$ cat src/rtl/sprite_pos_ctrl.sv
// rtl/sprite_pos_ctrl.sv - once-per-frame position owner for one player sprite
//
// Purpose:
//   Collects signed move requests from game logic at any time, sums them into
//   saturating accumulators, and applies the summed move to the sprite's
//   top-left position once per frame on the renderer's frame-start pulse.
//   This keeps the drawn position stable for the whole frame. The result is
//   clamped to the playfield box. With SPRITE_POS_WRAP_EN defined, it wraps
//   around the box instead.
//
// Ports:
//   i_clk          pixel clock
//   i_rst_n        asynchronous active-low reset
//   i_frame_start  one-cycle pulse at the frame boundary
//   i_move_valid   move request valid
//   o_move_ready   move request accepted when valid && ready
//   i_move_dx      signed x delta (two's complement, 8 bit)
//   i_move_dy      signed y delta (two's complement, 8 bit)
//   i_recenter     level; sampled at snapshot, the commit loads X_INIT/Y_INIT
//   o_x, o_y       committed sprite left x / top y
//   o_update       one-cycle pulse when o_x or o_y changed at commit
//   o_busy         high while a commit sequence is in flight
//
// Build option:
//   SPRITE_POS_WRAP_EN  wrap around the playfield instead of clamping

module sprite_pos_ctrl #(
   parameter int X_MIN    = 320,
   parameter int X_MAX    = 1280,
   parameter int Y_MIN    = 210,
   parameter int Y_MAX    = 690,
   parameter int SPR_W    = 60,
   parameter int SPR_H    = 60,
   parameter int X_INIT   = 800,
   parameter int Y_INIT   = 450,
   parameter int MAX_STEP = 64
) (
   input  logic        i_clk,
   input  logic        i_rst_n,
   input  logic        i_frame_start,
   input  logic        i_move_valid,
   output logic        o_move_ready,
   input  logic [7:0]  i_move_dx,
   input  logic [7:0]  i_move_dy,
   input  logic        i_recenter,
   output logic [11:0] o_x,
   output logic [11:0] o_y,
   output logic        o_update,
   output logic        o_busy
);

   typedef enum logic [1:0] {
      S_IDLE,
      S_SNAP,
      S_CALC,
      S_COMMIT
   } state_t;

   // Legal top-left range: the whole sprite must stay inside the box.
   localparam logic signed [13:0] X_LO  = 14'(X_MIN);
   localparam logic signed [13:0] X_HI  = 14'(X_MAX - SPR_W);
   localparam logic signed [13:0] Y_LO  = 14'(Y_MIN);
   localparam logic signed [13:0] Y_HI  = 14'(Y_MAX - SPR_H);
   localparam logic signed [13:0] X_RST = 14'(X_INIT);
   localparam logic signed [13:0] Y_RST = 14'(Y_INIT);

   localparam logic signed [10:0] STEP_P = 11'(MAX_STEP);
   localparam logic signed [10:0] STEP_N = 11'(-MAX_STEP);

   if (X_INIT < X_MIN || X_INIT > X_MAX - SPR_W ||
       Y_INIT < Y_MIN || Y_INIT > Y_MAX - SPR_H) begin : g_init_range_chk
      $error("sprite_pos_ctrl: X_INIT/Y_INIT outside the legal playfield range");
   end

   if (MAX_STEP < 1 || MAX_STEP > 511) begin : g_step_range_chk
      $error("sprite_pos_ctrl: MAX_STEP must fit the 10-bit signed accumulator");
   end

`ifdef SPRITE_POS_WRAP_EN
   // One wrap correction is only enough when a frame's move is shorter than
   // the span.
   if (MAX_STEP >= X_MAX - SPR_W - X_MIN + 1 ||
       MAX_STEP >= Y_MAX - SPR_H - Y_MIN + 1) begin : g_wrap_span_chk
      $error("sprite_pos_ctrl: MAX_STEP must be smaller than the wrap span");
   end
`endif

   state_t             state;
   logic signed [9:0]  acc_x;
   logic signed [9:0]  acc_y;
   logic signed [9:0]  work_x;
   logic signed [9:0]  work_y;
   logic               recenter_l;
   logic signed [13:0] nx_r;
   logic signed [13:0] ny_r;
   logic               move_hs;

   assign move_hs = i_move_valid && o_move_ready;

   // Accumulate one sign-extended delta, saturating at +/-MAX_STEP.
   function automatic logic signed [9:0] sat_add(input logic signed [9:0] a,
                                                 input logic [7:0]        d);
      logic signed [10:0] s;
      s = $signed({a[9], a}) + $signed({{3{d[7]}}, d});
      if (s > STEP_P) begin
         s = STEP_P;
      end else if (s < STEP_N) begin
         s = STEP_N;
      end
      return s[9:0];
   endfunction

   // Apply one frame's move to one axis, then bring it back into [lo, hi].
   function automatic logic signed [13:0] next_pos(input logic [11:0]        pos,
                                                   input logic signed [9:0]  d,
                                                   input logic signed [13:0] lo,
                                                   input logic signed [13:0] hi);
      logic signed [13:0] s;
      s = $signed({2'b00, pos}) + $signed({{4{d[9]}}, d});
`ifdef SPRITE_POS_WRAP_EN
      if (s > hi) begin
         s = s - (hi - lo + 14'sd1);
      end else if (s < lo) begin
         s = s + (hi - lo + 14'sd1);
      end
`else
      if (s > hi) begin
         s = hi;
      end else if (s < lo) begin
         s = lo;
      end
`endif
      return s;
   endfunction

   always_ff @(posedge i_clk or negedge i_rst_n) begin
      if (!i_rst_n) begin
         state        <= S_IDLE;
         acc_x        <= '0;
         acc_y        <= '0;
         work_x       <= '0;
         work_y       <= '0;
         recenter_l   <= 1'b0;
         nx_r         <= X_RST;
         ny_r         <= Y_RST;
         o_x          <= 12'(X_INIT);
         o_y          <= 12'(Y_INIT);
         o_move_ready <= 1'b1;
         o_update     <= 1'b0;
         o_busy       <= 1'b0;
      end else begin
         o_update <= 1'b0;
         case (state)
            S_IDLE: begin
               // A handshake in the frame-start cycle lands in acc before
               // SNAP reads it, so it joins this frame's move.
               if (move_hs) begin
                  acc_x <= sat_add(acc_x, i_move_dx);
                  acc_y <= sat_add(acc_y, i_move_dy);
               end
               if (i_frame_start) begin
                  state        <= S_SNAP;
                  o_move_ready <= 1'b0;
                  o_busy       <= 1'b1;
               end
            end
            S_SNAP: begin
               work_x     <= acc_x;
               work_y     <= acc_y;
               recenter_l <= i_recenter;
               acc_x      <= '0;
               acc_y      <= '0;
               state      <= S_CALC;
            end
            S_CALC: begin
               if (recenter_l) begin
                  nx_r <= X_RST;
                  ny_r <= Y_RST;
               end else begin
                  nx_r <= next_pos(o_x, work_x, X_LO, X_HI);
                  ny_r <= next_pos(o_y, work_y, Y_LO, Y_HI);
               end
               state <= S_CALC == state ? S_COMMIT : S_IDLE;
            end
            S_COMMIT: begin
               o_x          <= nx_r[11:0];
               o_y          <= ny_r[11:0];
               o_update     <= (nx_r != $signed({2'b00, o_x})) ||
                               (ny_r != $signed({2'b00, o_y}));
               o_move_ready <= 1'b1;
               o_busy       <= 1'b0;
               state        <= S_IDLE;
            end
            default: begin
               state        <= S_IDLE;
               o_move_ready <= 1'b1;
               o_busy       <= 1'b0;
            end
         endcase
      end
   end

endmodule
$ cat config.mk
export PLATFORM = sky130hd
export DESIGN_NAME = sprite_pos_ctrl
export DESIGN_NICKNAME = d
export VERILOG_FILES = /design/src/rtl/sprite_pos_ctrl.sv
export SDC_FILE = /design/constraint.sdc
export NUM_CORES = 1
export LEC_CHECK = 0
export ABC_AREA = 1
export BUFFER_PORTS_ARGS = -buffer_cell sky130_fd_sc_hd__buf_2
export CORE_ASPECT_RATIO = 1.4
export CORE_UTILIZATION = 55
export DETAILED_ROUTE_END_ITERATION = 12
export PLACE_DENSITY = 0.84
export SETUP_SLACK_MARGIN = 0.02
export SLEW_MARGIN = 30
export SYNTH_ARGS = -nofsm -noshare
export SYNTH_HDL_FRONTEND = slang
export SYNTH_SLANG_ARGS = --single-unit
$ cat constraint.sdc
create_clock -name i_clk -period 4.9 [get_ports i_clk]
set_input_delay 0.98 -clock i_clk [delete_from_list [all_inputs] [get_ports i_clk]]
set_output_delay 0.98 -clock i_clk [all_outputs]
set_load 0.01 [all_outputs]
# Word-level counts from Yosys, hierarchy flattened
# Index checks and enable logic that the tools add are counted.
# op_classes
n_eq_ne	8
n_shift	0
magnitude_cmp	8
bitwise	0
n_div	0
mux	22
n_mul	0
reduce_logical	7
n_addsub	4
# op_table
cell	count
14-bit 2-to-1 mux	6
10-bit 2-to-1 mux	6
10-bit case mux with 2 select lines	2
13-bit by 10-bit adder with 14-bit output	2
14-bit by 13-bit inequality test with 1-bit output	2
10-bit by 8-bit adder with 11-bit output	2
11-bit by 8-bit > comparator with 1-bit output (second input constant)	2
11-bit by 7-bit less-than comparator with 1-bit output (second input constant)	2
14-bit by 11-bit > comparator with 1-bit output (second input constant)	1
14-bit by 12-bit > comparator with 1-bit output (second input constant)	1
14-bit by 10-bit less-than comparator with 1-bit output (second input constant)	1
14-bit by 9-bit less-than comparator with 1-bit output (second input constant)	1
2-bit case mux with 4 select lines	1
2-bit == test (second input constant)	2
2-bit 2-to-1 mux	2
2-bit inequality test (second input constant)	2
1-bit case mux with 2 select lines	2
2-bit AND reduction	2
2-bit nonzero test	2
1-bit 2-to-1 mux	3
2-bit by 1-bit == test with 1-bit output (second input constant)	1
2-bit == test (first input constant)	1
2-bit logical NOT	1
1-bit logical AND	1
1-bit logical OR	1
# totals
output_inout_bits	27
mem_bits_rw	0
latch_bits	0
rom_bits	0
mem_count	0
reg_bits	98

# Logic depth before layout (Yosys ltp)
# Gate-level depths: netlist of run 1.
# logic_depth
word_depth	6
mapped_depth	20

# Least setup slack after synthesis of run 1
# Ideal clock, no wire load.
# synth_path
kind	reg2reg
from	register o_y[1]
to	register ny_r[10]
setup_time_ns	0.066
required_time_ns	4.834
path_stages_with_launch	19
n_path_buf	0
arrival_ns	2.744
path_slack_ns	2.090
cell_sequence	dfstp_2 -> inv_1 -> fa_1 -> inv_1 -> nand3_1 -> nand2_1 -> nand3_1 -> nand3_1 -> nand2_1 -> nand2_1 -> nand2_1 -> nor2_2 -> and3_1 -> ha_1 -> nor2_1 -> inv_1 -> nor2_1 -> nand2_1 -> nand2_1
# synth_via
elab_chain_len	5
elab_cells_between_ends	6
classes_between	1 x add/sub; 2 x order compare; 3 x mux
# synth_rtl
element	line	text
from (decl)	47	output logic [11:0] o_y,
from (signal assigned)	147	o_y <= 12'(Y_INIT);
from (signal assigned)	187	o_y <= ny_r[11:0];
13-bit by 10-bit adder with 14-bit output (*)	119	s = $signed({2'b00, pos}) + $signed({{4{d[9]}}, d});
14-bit by 9-bit less-than comparator with 1-bit output	129	end else if (s < lo) begin
14-bit 2-to-1 mux	129	
14-bit 2-to-1 mux (*)	127	if (s > hi) begin
14-bit 2-to-1 mux (*)	176	if (recenter_l) begin
to (signal assigned)	181	ny_r <= next_pos(o_y, work_y, Y_LO, Y_HI);
to (decl)	95	logic signed [13:0] ny_r;
# Every way passes the cells marked *; elsewhere a longest branch is shown, timed or not.
# A chain may end at the register's enable or synchronous reset.

# Final worst setup path of run 1
# layout_path
from	register o_y[1]
to	register ny_r[12]
# Same word-level chain as after synthesis.

==> results of run 1 <==
final timing paths:
| path | startpoint | endpoint | slack [ns] | depth (start not counted) |
|---|---|---|---|---|
| max in group asynchronous | i_rst_n | nx_r[5] | 3.18 | 2 |
| worst max-delay path | o_y[1] | ny_r[12] | 1.73 | 18 |
| worst min register to register | ny_r[7] | o_y[7] | 0.49 | 2 |
| worst min-delay path | ny_r[7] | o_y[7] | 0.49 | 2 |
| worst max register to register | o_y[1] | ny_r[12] | 1.73 | 18 |
| min in group asynchronous | i_rst_n | o_y[10] | 0.68 | 1 |
logic make-up (layout without fill, tap and decap cells):
group	Yosys count	in the layout	share of synthesized area, %
compound gates	92	92	7.51
xor+xnor	19	19	2.46
fa+ha+maj	56	56	10.3
buf+inv	160	212	8.50
flops	98	98	34.9
mux	13	13	2.07
simple gates	562	562	34.2
per-stage QoR:
step | total power [W] | std cells
detailed placement | 0.00463 | 1186
global route | 0.00590 | 1202
CTS | 0.00539 | 1202
finish | 0.00540 | 1202
global placement | 0.00455 | 1186
floorplan | 0.00385 | 1000
final cells by class:
| cell class | instances | area [um2] |
|---|---|---|
| Fill cell | 1111 | 4660 |
| Clock buffer | 10 | 239 |
| Multi-Input combinational cell | 742 | 4010 |
| Clock inverter | 6 | 65.1 |
| Inverter | 147 | 552 |
| Timing Repair Buffer | 49 | 253 |
| Sequential cell | 98 | 2470 |
| Tap cell | 150 | 188 |
critical path: cells and delay by family (launching register included):
| kind | cells | cell delay [ns] |
|---|---|---|
| AND/OR/NAND/NOR | 13 | 1.50 |
| adder cells (fa/ha/maj) | 2 | 0.70 |
| flip-flops | 1 | 0.58 |
| buffers and inverters | 3 | 0.31 |
cell usage after synthesis, types with 7 or more instances:
master / n
a22oi_1: 7
clkbuf_1: 9
nand2_1: 350
nor3_1: 8
xor2_1: 8
o21ai_0: 36
dfstp_2: 15
nand4_1: 26
dfrtp_1: 83
ha_1: 52
nand3_1: 68
or2_2: 10
nor4_1: 7
xnor2_1: 10
nor2_1: 68
nand3b_1: 8
inv_1: 143
a21oi_1: 34
mux2_2: 13
nand2_2: 7
routing by layer:
metal	track usage, %	wire (um)	vias to the layer above
met5	0	0	-
met4	10.7	416	0
met3	4.22	727	39
met2	45.4	8070	152
met1	30.0	6920	2966
li1	-	-	3305
power groups by stage:
stage	logic, W	clock network, W	registers (W)
2_1_floorplan	0.00238	0	0.00148
3_3_place_gp	0.00301	0	0.00153
3_5_place_dp	0.00308	0	0.00155
4_1_cts	0.00312	0.000732	0.00154
5_1_grt	0.00355	0.000760	0.00159
6_report	0.00314	0.000725	0.00154
flip-flops by register name, indices dropped and copies added, names as in the netlist, 2 cells and up:
signal and flops:
acc_x 10, acc_y 10, nx_r 14, ny_r 14
o_x 12, o_y 12, state 2, work_x 10
work_y 10
==> out/results.tsv, run 1 <==
stage	metric	value	unit
outcome	outcome	complete, but fails checks	
outcome	failing checks	DRC	
cts	H-tree levels	3	
timing	crit path time final	3.17	ns
synth	Synth Cell Area	0.00708	mm2
timing	pins over their slew limit	0	
placement	Placement Setup Slack	1.77	ns
power	Max IR drop VDD	0.291	mV
grt	global route overflow	0	
worst_setup_path	Critical Path RT	5.19	ns
power	Pwr per Cell Area	695	mW/mm2
cells_and_area	# diodes	0	
power	clock share of power	13.4	%
placement	Placer Congestion	0.943	
synth	post-synthesis sequential area ratio	34.9	%
power	sw frac	49.3	%
cts	TritonCTS Buffers	9	
hold_path	worst hold path class	reg2reg	
timing	Fmax	315	MHz
worst_setup_path	critical path arrival	3.46	ns
cts	Clk Latency, worst-skew pair	0.35	ns
synth	area share of the largest cell type after synthesis	29.3	%
drt	Post-DRT Antenna Nets	0	
floorplan	die width	97.9	um
worst_setup_path	startpoint class of the critical path	flop	
cells_and_area	post-route cell area	0.00777	mm2
cts	clock sinks	98	
drt	Vias/cell	5.38	
cts	# Post-CTS Setup Buffers	0	
worst_setup_path	critical-path maximum fanout	6	
floorplan	Die Area	0.0133	mm2
timing	Hold Slack	0.489	ns
power	Comb power frac	58.0	%
synth	cell taking the most area after synthesis	dfrtp_1	
cells_and_area	Synth-to-Final Area Change	9.85	%
timing	fin crit share	64.8	%
timing	post-route setup slack	1.73	ns
cells_and_area	final core utilization	62.5	%
power	LEAKAGE	4.45	nW
cts	post-CTS sizing	0	
power	Psw	0.00267	W
drt	Pre-antenna DRT Iters	12	
placement	IO buf count	47	
synth	count of different cell masters after synthesis	43	
grt	largest net degree at the start of global routing	60	
drt	routed wire length	16.1	mm
cts	CTS tree	yes	
timing	RSZ-0062 raised after global routing	no	
grt	Overall Global Routing Usage	25.4	%
floorplan	initial core utilization	56.9	%
synth	Post-Synthesis Mean Instance Area	7.08	um2
cells_and_area	most frequent cells in the layout	nand2_1 (350), inv_1 (143), dfrtp_1 (83)	
synth	Yosys warning count	0	
floorplan	Core Rows	48	
worst_setup_path	slowest stage delay, CP	0.58	ns
grt	antenna violations before repair	0	
cts	Post-CTS Hold Fix Bufs	0	
cells_and_area	nets@finish	1124	
timing	max_slew headroom	50.1	%
synth	Synthesized Nets	1077	
timing	Final Hold Violating Endpoints	0	
power	Pint	0.00274	W
timing	setup violators final	0	
synth	Syn Inst Count	1000	
timing	Setup Skew	0.00702	ns
timing	TNS Setup	0	ns
cts	clock slew at reported path FFs	0.07	ns
worst_setup_path	most used cell along the critical path	nand2_1	
placement	hpwl dp	12.4	mm
worst_setup_path	slowest CP cell	dfstp_2	
grt	first-pass GRT wire length	27.0	mm
worst_setup_path	Crit. End Element	flop	
cts	CTS Root Cell	clkbuf_16	
drt	Iteration-0 DRC Markers	323	
synth	Post-synth EDFFs	0	
worst_setup_path	critical-path cell list	inv_1 > fa_1 > inv_1 > nand3_1 > nand2_1 > nand3_1 > nand3_1 > nand2_1 > nand2_1 > nand2_1 > nor2_2 > and3_1 > ha_1 > nor2_1 > inv_1 > nor2_1 > nand2_1 > nand2_1	
drt	DRC	2	
grt	number of global-route vias before repair	6052	
power	sequential share of power	28.6	%
synth	Post-synth top flop	dfrtp_1	
placement	placed inst area	0.00747	mm2
worst_setup_path	crit path kind	reg2reg	
timing	Slew @ Worst Pin	0.746	ns
floorplan	core area	0.0124	mm2
floorplan	# IOs	48	
floorplan	die height	136	um
synth	Post-synth ARST share	100	%
cells_and_area	leading cell type in the layout, fill and taps excluded	nand2_1	
cts	Bufs on Longest Clock Path	2	
drt	routed len/inst	13.4	um
synth	flops & latches, synth	98	
flow_run	MaxCap Viol Count	0	
drt	via count	6462	
cells_and_area	layout cell share with drive strength beyond 1	12.2	%
synth	top post-synthesis cells by area	dfrtp_1 (29%), nand2_1 (19%), ha_1 (9.2%), inv_1 (7.6%), dfstp_2 (5.6%)	
(Power assumes the default switching activity.)
==> run 2, diff against run 1 <==
ABC_AREA = 0   (was 1)
PLACE_DENSITY = 0.87   (was 0.84)
clock period = 2.7 ns   (was 4.9 ns; I/O delays follow)
==> run 2 against run 1 <==
The run ends with setup timing left. Combinational power grew to 2.8 times the previous value. Largest cell class unchanged. Non-clock buffer count grew 156. Synthesized cell count decreased by 31%. Global-route usage increased by 11 points. Total power increased by 130%. Critical path type unchanged. Hold slack got worse by 0.28 ns. Sequential power increased by 61%. Count of clock-buffer cells in the layout is 2 higher. Clock power up 75%. Clock skew increased by 0.0086 ns.
==> out/results.tsv, run 2 <==
stage	metric	value	unit
synth	flops & latches, synth	98	
timing	Fmax	281	MHz
placement	IO buf count	47	
synth	count leader, synth	dfrtp_1	
cells_and_area	most frequent cells in the layout	buf_4 (147), dfrtp_1 (81), nand2_1 (48)	
floorplan	Die Area	0.0127	mm2
drt	Post-DRT Antenna Nets	0	
cells_and_area	leading cell type in the layout, fill and taps excluded	buf_4	
cells_and_area	nets@finish	959	
placement	hpwl dp	14.5	mm
synth	Post-Synthesis Mean Instance Area	9.76	um2
synth	top cells by count, synth	dfrtp_1 (83), nand2_1 (55), ha_1 (52)	
synth	Post-synth top flop	dfrtp_1	
floorplan	die width	95.7	um
timing	crit path time final	3.55	ns
placement	Placed Cells	996	
floorplan	die height	133	um
synth	count of different cell masters after synthesis	73	
timing	Slew @ Worst Pin	0.758	ns
outcome	failing checks	setup timing	
cells_and_area	layout cell share with drive strength beyond 1	40.7	%
drt	via count	6881	
power	Max IR drop VDD	0.607	mV
synth	Synth Cell Area	0.00675	mm2
cts	clock slew at reported path FFs	0.07	ns
drt	routed len/inst	22.4	um
synth	cell taking the most area after synthesis	dfrtp_1	
cells_and_area	Synth-to-Final Area Change	34.9	%
cts	TritonCTS Buffers	9	
grt	Overall Global Routing Usage	35.9	%
synth	top post-synthesis cells by area	dfrtp_1 (31%), ha_1 (9.6%), mux2_2 (6.8%), dfstp_2 (5.8%), xnor2_1 (4.4%)	
worst_setup_path	critical-path maximum fanout	7	
grt	antenna violations before repair	0	
placement	placed inst area	0.00827	mm2
floorplan	core area	0.0119	mm2
drt	Vias/cell	6.65	
cells_and_area	post-route cell area	0.00911	mm2
timing	pins over their slew limit	0	
worst_setup_path	Crit. End Element	flop	
hold_path	worst hold path class	in2async	
timing	setup violators final	28	
cts	clock sinks	98	
synth	Yosys warning count	0	
worst_setup_path	critical path arrival	3.80	ns
synth	Post-synth EDFFs	0	
cts	CTS Root Cell	clkbuf_16	
placement	Placer Congestion	0.923	
drt	Iteration-0 DRC Markers	584	
timing	Setup Skew	0.0156	ns
drt	routed wire length	23.1	mm
timing	Hold Slack	0.209	ns
timing	max_slew headroom	49.1	%
worst_setup_path	Critical Path RT	2.94	ns
timing	post-route setup slack	-0.855	ns
floorplan	# IOs	48	
timing	fin crit share	132	%
timing	TNS Setup	-19.20	ns
cts	Bufs on Longest Clock Path	2	
synth	Post-synth ARST share	100	%
cells_and_area	largest registers	nx_r: 14 flops, ny_r: 14 flops	
placement	Placement Setup Slack	-0.689	ns
cells_and_area	# diodes	0	
cts	Clk Latency, worst-skew pair	0.36	ns
power	LEAKAGE	4.33	nW
synth	area share of the largest cell type after synthesis	30.8	%
worst_setup_path	crit path kind	reg2reg	
synth	Syn Inst Count	692	
cells_and_area	Fillers	684	
cts	CTS tree	yes	
floorplan	Core Rows	47	
grt	first-pass GRT wire length	34.6	mm
cells_and_area	non-filler cells, final	1034	
timing	RSZ-0062 raised after global routing	yes	
drt	DRC	0	
synth	post-synthesis sequential area ratio	36.6	%
worst_setup_path	R2R cell count	13	
drt	Pre-antenna DRT Iters	6	
grt	largest net degree at the start of global routing	54	
power	Pwr per Cell Area	1390	mW/mm2
synth	Synthesized Nets	769	
outcome	outcome	complete, but fails checks	
grt	global route overflow	0	
timing	Final Hold Violating Endpoints	0	
floorplan	initial core utilization	56.9	%
worst_setup_path	startpoint class of the critical path	flop	
flow_run	MaxCap Viol Count	0	
cts	H-tree levels	3	
grt	number of global-route vias before repair	6923	
run 2: changes by cell type in the layout (fill, tap and decap cells not counted), sizes merged, moves of 14 or more:
cell and delta:
a21o +14, mux2 +28, nand3 -60, buf +156
nor2 -33, xnor2 +24, inv -107, xor2 +14
nand2 -303, nand4 -16
run 2: metal layers:
layer / routed length [um] / track usage [%] / vias to the layer above
met4: 1940 / 25.7 / 0
li1: - / - / 2941
met3: 1530 / 5.59 / 184
met1: 8160 / 40.5 / 3303
met2: 11500 / 60.4 / 453
met5: 0 / 0 / -
run 2: metrics by stage:
| step | util, % | power [W] |
|---|---|---|
| after floorplan | - | 0.00652 |
| after global placement | 69.6 | 0.00890 |
| after detailed placement | 69.6 | 0.00930 |
| after CTS | 74.5 | 0.0116 |
| after global routing | 76.7 | 0.0132 |
| final | 76.7 | 0.0127 |
run 2: cell type report:
| type | count | area, um2 | area share, % |
|---|---|---|---|
| timing repair buffer | 205 | 1470 | 16.1 |
| tap | 147 | 184 | 2.02 |
| multi-input combinational | 529 | 4550 | 49.9 |
| clock inverter | 4 | 26.3 | 0.288 |
| inverter | 39 | 154 | 1.69 |
| sequential | 98 | 2470 | 27.1 |
| clock buffer | 12 | 256 | 2.82 |
run 2: path summary, 6_finish.rpt:
| path | startpoint | end | slack [ns] |
|---|---|---|---|
| max | o_y[1] | ny_r[3] | -0.85 |
| min | i_rst_n | ny_r[5] | 0.21 |
| max reg2reg | o_y[1] | ny_r[3] | -0.85 |
| min reg2reg | o_move_ready | o_move_ready | 0.51 |
| max in group asynchronous | i_rst_n | o_x[5] | 1.73 |
| min in group i_clk | i_frame_start | state[1] | 0.44 |
run 2: timing repair:
action	CTS	global route
gates resized for setup	40	45
hold endpoints to repair	0	0
pin swaps	27	34
setup buffers	14	11
hold buffers	0	0
setup endpoints to repair	34	42
run 2: cell families after synthesis:
logic type,count (synthesis),synth area share (%)
adder cells (fa/ha/maj),56,10.8
multiplexers,45,7.43
AO/OA/AOI/OAI,190,20.7
flip-flops,98,36.6
buffers and inverters,65,3.74
AND/OR/NAND/NOR,181,13.3
XOR/XNOR,57,7.39
run 2: worst max-delay path, cell delays in order, from the launching register on:
cell and delay (ns):
dfstp_2 0.56, inv_1 0.08, fa_2 0.41, nand2b_1 0.19, a211o_1 0.35, a21oi_2 0.20, o21ai_0 0.15, a21oi_2 0.21
nand2_1 0.12, mux2i_1 0.17, and3_4 0.23, ha_4 0.22, or2_4 0.28, o32ai_2 0.26
run 2: power by group:
group | switching [W] | internal [W] | total (W)
clock network | 0.000593 | 0.000677 | 0.00127
registers | 0.000470 | 0.00201 | 0.00248
logic | 0.00476 | 0.00416 | 0.00892
total | 0.00582 | 0.00685 | 0.0127
==> run 3, diff against run 2 <==
SKIP_LAST_GASP = 1   (was unset)
clock period = 2.9 ns   (was 2.7 ns; I/O delays follow)
==> run 3 against run 2 <==
The run still ends with setup timing left. Flip-flop and latch count stayed put. Global-route usage is 0.40 points higher. Total power is 8.6% lower. Setup slack better by 0.10 ns. Count of clock-buffer cells in the layout decreased by 1. Core utilization shrank 1.4 points. Design area fell by 1.9%. Clock skew hardly changed. Register-to-register slack better by 0.10 ns. Critical path type unchanged. Largest cell class unchanged.
==> out/results.tsv, run 3 (synthesis results as in run 2) <==
stage	metric	value	unit
worst_setup_path	critical path arrival	3.94	ns
timing	Setup Skew	0.0159	ns
flow_run	MaxCap Viol Count	0	
timing	post-route setup slack	-0.753	ns
floorplan	initial core utilization	56.9	%
worst_setup_path	critical-path cell list	ha_1 > a21o_1 > a221oi_4 > buf_4 > o21ai_1 > xnor2_1 > o21ai_1 > nand2_1 > nor4b_2 > ha_2 > buf_4 > nor2_1 > a221o_1	
drt	Pre-antenna DRT Iters	5	
cells_and_area	nets@finish	947	
power	Max IR drop VDD	0.554	mV
cells_and_area	post-route cell area	0.00894	mm2
cells_and_area	most frequent cells in the layout	buf_4 (137), dfrtp_1 (81), nand2_1 (50)	
placement	Placement Setup Slack	-0.564	ns
power	Pwr per Cell Area	1300	mW/mm2
grt	first-pass GRT wire length	35.2	mm
drt	Vias/cell	6.70	
worst_setup_path	startpoint class of the critical path	flop	
placement	placed inst area	0.00808	mm2
drt	routed wire length	23.4	mm
cts	clock sinks	98	
outcome	failing checks	setup timing	
cells_and_area	Synth-to-Final Area Change	32.4	%
grt	number of global-route vias before repair	6840	
worst_setup_path	slowest stage delay, CP	0.47	ns
drt	DRC	0	
grt	antenna violations before repair	0	
cells_and_area	# diodes	0	
floorplan	# IOs	48	
worst_setup_path	slowest CP cell	dfrtp_2	
floorplan	core area	0.0119	mm2
cells_and_area	layout cell share with drive strength beyond 1	38.7	%
hold_path	worst hold path class	in2async	
timing	fin crit share	126	%
worst_setup_path	R2R cell count	13	
timing	RSZ-0062 raised after global routing	yes	
cts	CTS tree	yes	
cts	H-tree levels	3	
cts	TritonCTS Buffers	9	
drt	via count	6847	
floorplan	die height	133	um
cts	Post-CTS Hold Fix Bufs	0	
worst_setup_path	worst r2r src	o_x[1]	
placement	Placer Congestion	0.927	
placement	IO buf count	47	
worst_setup_path	crit path kind	reg2reg	
placement	Placed Cells	977	
worst_setup_path	Reg-to-Reg End	nx_r[2]	
timing	max_slew headroom	51.0	%
cts	Bufs on Longest Clock Path	2	
cells_and_area	leading cell type in the layout, fill and taps excluded	buf_4	
floorplan	die width	95.7	um
worst_setup_path	FF-to-FF setup slack	-0.75	ns
placement	hpwl dp	14.3	mm
cells_and_area	largest registers	nx_r: 14 flops, ny_r: 14 flops	
cts	Clk Latency, worst-skew pair	0.36	ns
power	LEAKAGE	4.28	nW
cts	CTS Root Cell	clkbuf_16	
cells_and_area	non-filler cells, final	1022	
worst_setup_path	Worst Path Buf+Inv	2	
worst_setup_path	Critical Path RT	3.19	ns
worst_setup_path	Crit. End Element	flop	
timing	setup violators final	28	
worst_setup_path	critical-path maximum fanout	4	
floorplan	Core Rows	47	
timing	Slew @ Worst Pin	0.734	ns
drt	Post-DRT Antenna Nets	0	
floorplan	Die Area	0.0127	mm2
grt	global route overflow	0	
timing	Final Hold Violating Endpoints	0	
timing	pins over their slew limit	0	
worst_setup_path	crit-path leading delay family	compound AO/OA/AOI/OAI gates	
outcome	outcome	complete, but fails checks	
timing	Hold Slack	0.184	ns
grt	Overall Global Routing Usage	36.3	%
drt	routed len/inst	22.8	um
drt	Iteration-0 DRC Markers	834	
timing	crit path time final	3.65	ns
grt	largest net degree at the start of global routing	36	
timing	Fmax	274	MHz
cts	clock slew at reported path FFs	0.08	ns
==> run 3: cell types whose count changed in the layout (fill, tap and decap cells not counted), sizes merged <==
cell / previous run / this run
buf: 205 / 193
bufinv: 0 / 1
clkbuf: 12 / 11
clkinv: 2 / 1
clkinvlp: 1 / 2
==> run 3: how the worst max path moves through the flow <==
stage,slack (ns),endpoint,startpoint,depth (start not counted)
finish,-0.75,nx_r[2],o_x[1],13
CTS,-0.38,ny_r[6],o_y[1],11
global route,-0.76,nx_r[2],o_x[0],14
floorplan,-0.53,ny_r[6],o_y[1],12
global placement,-0.43,ny_r[6],o_y[1],11
detailed placement,-0.56,ny_r[6],o_y[1],13
==> run 3: timing repair <==
action                                  4_1_cts  5_1_grt
gates resized for setup                      42       27
endpoints found under the setup margin       34       41
pin swaps                                    36       33
hold endpoints to repair                      0        0
gates cloned                                  1        0
buffers inserted                             19       10
==> run 3: power breakdown <==
part / total, W / switching (W) / internal [W]
clock network: 0.00126 / 0.000558 / 0.000698
logic: 0.00800 / 0.00434 / 0.00366
registers: 0.00233 / 0.000454 / 0.00187
==> run 3: layout make-up <==
| cell class | instances | area (um2) |
|---|---|---|
| inverters | 39 | 146 |
| repair buffers | 193 | 1370 |
| multi-input cells | 529 | 4460 |
| well taps | 147 | 184 |
| clock inverters | 5 | 61.3 |
| clock buffers | 11 | 243 |
| flip-flops and latches | 98 | 2470 |
| fillers | 747 | 2940 |
==> run 3: metrics by stage <==
step	TNS, ns	total power [W]	util (%)
finish	-13.33	0.0116	75.3
global route	-14.56	0.0120	75.3
CTS	-7.60	0.0106	73.6
detailed placement	-12.06	0.00847	68.0
global placement	-7.31	0.00820	68.0
floorplan	-5.24	0.00604	-
==> run 3: metal layers <==
layer | part of all wire, % | vias to the layer above | GRT usage (%)
li1 | - | 2921 | -
met3 | 8.3 | 169 | 6.39
met2 | 49 | 477 | 59.8
met1 | 35 | 3280 | 43.7
met4 | 7.1 | 0 | 21.5
met5 | 0 | - | 0
